**config.mk**
```make
export PLATFORM = sky130hd
export DESIGN_NAME = conversor_bcd_saida
export DESIGN_NICKNAME = d
export VERILOG_FILES = /design/src/rtl/saida_pkg.sv /design/src/rtl/ajuste_bcd.sv /design/src/rtl/conversor_bcd_saida.sv
export SDC_FILE = /design/constraint.sdc
export NUM_CORES = 1
export LEC_CHECK = 0
export CAP_MARGIN = 20
export CORE_ASPECT_RATIO = 1.5
export CORE_MARGIN = 3
export CORE_UTILIZATION = 35
export CTS_CLUSTER_DIAMETER = 100
export DETAILED_ROUTE_END_ITERATION = 8
export GPL_TIMING_DRIVEN = 0
export PLACE_DENSITY = 0.64
export SYNTH_ARGS = -nofsm -noshare
export SYNTH_HDL_FRONTEND = slang
export SYNTH_HIERARCHICAL = 1
export SYNTH_SLANG_ARGS = --single-unit
```
**constraint.sdc**
```tcl
create_clock -name clock -period 5.53 [get_ports clock]
set_input_delay 1.106 -clock clock [delete_from_list [all_inputs] [get_ports clock]]
set_output_delay 1.106 -clock clock [all_outputs]
set_load 0.1 [all_outputs]
```
**src/rtl/saida_pkg.sv**
```systemverilog
// Shared definitions for the OUT-instruction display stage.
//   LARGURA     : width of the captured value and number of conversion shifts
//   DIGITOS     : number of BCD digits produced
//   BCD_W       : width of the BCD accumulator (4 bits per digit)
//   CONT_W      : width of the shift counter
//   LIMITE      : largest value shown numerically
//   COD_APAGADO : digit code for a blank display
//   COD_ERRO    : digit code for "E" (overflow)
//   estado_t    : conversion FSM state encoding
package saida_pkg;

   localparam int LARGURA = 32;
   localparam int DIGITOS = 5;
   localparam int BCD_W   = 4 * DIGITOS;
   localparam int CONT_W  = $clog2(LARGURA);

   localparam logic [LARGURA-1:0] LIMITE      = LARGURA'(99999);
   localparam logic [3:0]         COD_APAGADO = 4'd15;
   localparam logic [3:0]         COD_ERRO    = 4'd14;

   typedef enum logic [1:0] {
      OCIOSO   = 2'd0,
      CONVERTE = 2'd1,
      CONCLUI  = 2'd2
   } estado_t;

endpackage

```
**src/rtl/ajuste_bcd.sv**
```systemverilog
// Double-dabble correction for one BCD nibble: adds 3 when the nibble is 5
// or more, so the following left shift carries into the next decimal digit.
//   entrada : nibble before correction
//   saida   : corrected nibble
module ajuste_bcd (
   input  logic [3:0] entrada,
   output logic [3:0] saida
);

   assign saida = (entrada >= 4'd5) ? (entrada + 4'd3) : entrada;

endmodule

```
**src/rtl/conversor_bcd_saida.sv**
```systemverilog
// Sequential output stage for the OUT instruction. Captures a 32-bit value on
// an OUT strobe, converts it to five BCD digits by shift-add-3 (one bit per
// clock) and updates all digits at once when the conversion ends.
//   clock       : system clock, rising edge
//   reset       : asynchronous, active-high reset
//   entrada     : value from the OUT datapath
//   controleOUT : OUT strobe, a capture request on every rising edge it is high
//   n1..n5      : units .. ten-thousands digits, registered
//   ocupado     : high while a conversion is in progress
//   pronto      : one-cycle pulse when n1..n5 update
//
// state    | meaning
// ---------+----------------------------------------------------------
// OCIOSO   | idle, waiting for a strobe
// CONVERTE | one correction+shift per clock, LARGURA clocks in total
// CONCLUI  | accumulator holds the result; digits load on leaving edge
module conversor_bcd_saida
   import saida_pkg::*;
(
   input  logic               clock,
   input  logic               reset,
   input  logic [LARGURA-1:0] entrada,
   input  logic               controleOUT,
   output logic [3:0]         n1,
   output logic [3:0]         n2,
   output logic [3:0]         n3,
   output logic [3:0]         n4,
   output logic [3:0]         n5,
   output logic               ocupado,
   output logic               pronto
);

   localparam logic [CONT_W-1:0] CONT_FIM = CONT_W'(LARGURA - 1);

   estado_t estado, estado_prox;

   logic [LARGURA-1:0]       desloc;
   logic [LARGURA-1:0]       espera;
   logic                     pendente;
   logic [BCD_W-1:0]         bcd;
   logic [BCD_W-1:0]         bcd_aj;
   logic [BCD_W+LARGURA-1:0] conc_desl;
   logic                     ovf;
   logic [CONT_W-1:0]        cont;

   logic                     captura;
   logic [LARGURA-1:0]       valor_captura;

   for (genvar i = 0; i < DIGITOS; i++) begin : g_ajuste
      ajuste_bcd u_ajuste (
         .entrada (bcd[4*i +: 4]),
         .saida   (bcd_aj[4*i +: 4])
      );
   end

   // Carries out of the top digit fall off the shift; they can only occur
   // for values above LIMITE, which display the error code anyway.
   assign conc_desl = {bcd_aj, desloc} << 1;

   always_ff @(posedge clock or posedge reset) begin
      if (reset) begin
         estado <= OCIOSO;
      end else begin
         estado <= estado_prox;
      end
   end

   always_comb begin
      estado_prox   = estado;
      captura       = 1'b0;
      valor_captura = entrada;
      ocupado       = 1'b0;
      case (estado)
         OCIOSO: begin
            if (controleOUT) begin
               captura     = 1'b1;
               estado_prox = CONVERTE;
            end
         end
         CONVERTE: begin
            ocupado = 1'b1;
            if (cont == CONT_FIM) begin
               estado_prox = CONCLUI;
            end
         end
         CONCLUI: begin
            // A strobe on this very edge is newer than anything held.
            if (controleOUT) begin
               captura     = 1'b1;
               estado_prox = CONVERTE;
            end else if (pendente) begin
               captura       = 1'b1;
               valor_captura = espera;
               estado_prox   = CONVERTE;
            end else begin
               estado_prox = OCIOSO;
            end
         end
         default: begin
            estado_prox = OCIOSO;
         end
      endcase
   end

   always_ff @(posedge clock or posedge reset) begin
      if (reset) begin
         desloc   <= '0;
         espera   <= '0;
         pendente <= 1'b0;
         bcd      <= '0;
         ovf      <= 1'b0;
         cont     <= '0;
         pronto   <= 1'b0;
         n1       <= COD_APAGADO;
         n2       <= COD_APAGADO;
         n3       <= COD_APAGADO;
         n4       <= COD_APAGADO;
         n5       <= COD_APAGADO;
      end else begin
         pronto <= 1'b0;

         if (captura) begin
            desloc <= valor_captura;
            bcd    <= '0;
            ovf    <= (valor_captura > LIMITE);
            cont   <= '0;
         end else if (estado == CONVERTE) begin
            bcd    <= conc_desl[BCD_W+LARGURA-1:LARGURA];
            desloc <= conc_desl[LARGURA-1:0];
            cont   <= cont + 1'b1;
         end

         if (estado == CONVERTE && controleOUT) begin
            pendente <= 1'b1;
            espera   <= entrada;
         end else if (estado == CONCLUI) begin
            pendente <= 1'b0;
         end

         if (estado == CONCLUI) begin
            pronto <= 1'b1;
            if (ovf) begin
               n1 <= COD_ERRO;
               n2 <= COD_ERRO;
               n3 <= COD_ERRO;
               n4 <= COD_ERRO;
               n5 <= COD_ERRO;
            end else begin
               n1 <= bcd[3:0];
               n2 <= bcd[7:4];
               n3 <= bcd[11:8];
               n4 <= bcd[15:12];
               n5 <= bcd[19:16];
            end
         end
      end
   end

endmodule

```
==> results by group <==
Run status
  • Outcome: finished clean

Final layout
  • Final core occ: 0.456
  • Fin cells: between 800 and 900
  • Filler Cells Inserted: 1478
  • Nets: around 680
  • Layout cells sized above 1: 0.174
  • Area Growth Syn to Fin: 25.9%
  • # diodes: 0

Critical path
  • Worst Path Required: between 4000 and 5000 ps
  • R2R depth: 5
  • Type of element capturing the critical path: output pin
  • RR Startpoint: pendente
  • CP Class: reg2out
  • Most frequent CP cell: buf_4
  • R2R setup slack: ~3700 ps
  • Worst r2r dst: desloc[8]
  • Arr. time, crit path: ~2900 ps
  • Number of cells on the critical path: 6
  • Origin of the worst setup path: estado[1]
  • Worst setup endpoint: ocupado
  • Startpoint Class: flop
  • CP max-delay cell: clkdlybuf4s50_1
  • Delay-heaviest family, CP: buffers and inverters
  • Worst path cell trace: nand2b_1 > buf_4 > inv_4 > buf_4 > buf_2 > clkdlybuf4s50_1
  • WP buf/inv: 5
  • Slowest cell delay on critical path: between 1000 and 1500 ps
  • Critical path fanouts, max: 10

Clock network
  • Clock Tree Buf Depth: 2
  • PostCTS Resize Cnt: 0
  • CTS tree: built
  • Root Driver: clkbuf_16
  • Htree depth: 4
  • Worst-path clk slew: ~50 ps
  • CTS sink count: 114
  • Hold-fix buffers at CTS: 0
  • Inserted Clock Buffers: 17
  • Setup Fix Bufs, Post-CTS: 0
  • Clk_lat worst skew: ~420 ps

Synthesis
  • Post-Synthesis Cells: around 560
  • Synthesized area per cell: ~10 um2
  • Warnings, synthesis: 6
  • Synthesized area: around 5600 um2
  • Post-Syn Nets: approximately 600

Placed design
  • PortBufs: 56
  • DP HPWL: 9540 um
  • Post-Place Cells: 812
  • GPL Wtd Cong: ~0.87
  • Post-Place Setup Slack: 1960 ps

Power
  • Peak supply drop: between 0.2 and 0.25 mV
  • Leakage power: between 2 and 3 nW
  • Combinational Power Share: 0.362
  • P_int: ~2.4 mW
  • Sw Share: 0.381
  • Sequential share of power: 0.361
  • NetSw: about 1.5 mW
  • Total power per unit cell area: 565 nW/um2
  • Clock power frac: 0.276

Global routing
  • Overflow left after global routing: 0
  • GR Util All Layers: 0.161
  • Largest net degree at the start of global routing: 61
  • Number of global-route vias before repair: approximately 4500
  • Initial antenna violation count: 0
  • Global-route wire length before repair: ~22000 um

Drt
  • DR iter-0 viols: around 190
  • Pre-antenna DRT Iters: 4
  • # DRC: 0
  • Routed WL: 13400 um
  • Drt wl/cell: 15.8 um
  • Detail Route Antenna Nets: 0
  • Via count: about 4300
  • Vias per cell: approximately 5.1

Die
  • Chip height: 160 um
  • Die area: about 17000 um2
  • Initial core utilization: 0.362
  • Row count: 55
  • Die X: ~110 um
  • Core footprint: between 15000 and 20000 um2
  • I/O pin cnt: 57

STA
  • Slew @ Worst Pin: between 900 and 1000 ps
  • Final Max Slew Viols: 0
  • Final hold violations: 0
  • RSZ-0062 raised after global routing: no
  • Setup TNS: 0 ps
  • Max_slew headroom: 0.338
  • Min Tclk post-route: about 4000 ps
  • Final period utilization: 0.719
  • Hold WS: approximately 450 ps
  • Finish-stage setup viols: 0
  • Final WS setup: between 1500 and 2000 ps
  • Worst clock skew: between 6 and 7 ps
  • FMAX: 252 MHz

Job
  • Max-Cap Viols: 0

Hold path
  • Worst min-delay path class: reg2reg
## worst min-delay path: cells and delay by family, from the launching register on
kind	cells	cell delay [ps]
flip-flops	1	360
AND/OR/NAND/NOR	2	90
## per-stage QoR
stage / instance area [um2] / power (mW)
3_5_place_dp: 6390 / 2.88
4_1_cts: 6990 / 3.98
5_1_grt: 6990 / 4.23
6_report: 6990 / 3.95
3_3_place_gp: 6360 / 2.81
2_1_floorplan: 5560 / 2.49
## worst min-delay path by stage
stage                           from     end  cells past startpoint
after floorplan           desloc[31]  bcd[0]                      2
after global placement         n3[3]   n3[3]                      2
after detailed placement       n5[2]   n5[2]                      2
after CTS                      n5[2]   n5[2]                      2
after global routing           n3[2]   n3[2]                      2
final                          n3[3]   n3[3]                      2
## cell usage in the layout (no fill, tap or decap), drive strengths merged, types with 12 or more instances in the layout
cell	n
o21ai	67
mux2	31
a221o	19
ha	12
clkbuf	32
buf	22
nand2b	16
nand2	149
inv	15
mux2i	17
dfrtp	94
dfstp	20
clkdlybuf4s50	56
a21oi	28
## sequential cells by signal (all words and copies together) (netlist names)
name and count:
bcd 20, cont 5, desloc 32, espera 32
estado 2, n1 4, n2 4, n3 4
n4 4, n5 4, ovf 1, pendente 1
pronto 1
## metal layers
| layer | track usage | wire, um | vias to the layer above |
|---|---|---|---|
| met1 | 0.184 | 5360 | 2092 |
| met2 | 0.284 | 7120 | 122 |
| met4 | 0.0592 | 274 | 0 |
| met5 | 0 | 0 | - |
| li1 | - | - | 2088 |
| met3 | 0.0426 | 606 | 25 |
## power groups by stage
| stage | clock network (mW) | registers, mW | logic [mW] |
|---|---|---|---|
| floorplan | 0 | 1.55 | 0.937 |
| global placement | 0 | 1.42 | 1.39 |
| detailed placement | 0 | 1.44 | 1.44 |
| CTS | 1.11 | 1.43 | 1.45 |
| global route | 1.15 | 1.48 | 1.60 |
| finish | 1.09 | 1.43 | 1.43 |
## area by class of cell
type | instances | area (um2) | share of cell area
multi-input combinational | 395 | 2400 | 0.343
sequential | 114 | 2880 | 0.412
buffer | 33 | 220 | 0.0315
clock buffer | 20 | 467 | 0.0667
timing repair buffer | 57 | 588 | 0.0841
inverter | 14 | 60.1 | 0.00859
clock inverter | 12 | 131 | 0.0188
tap | 199 | 249 | 0.0356
No activity file was read; power rests on OpenSTA's default activity.
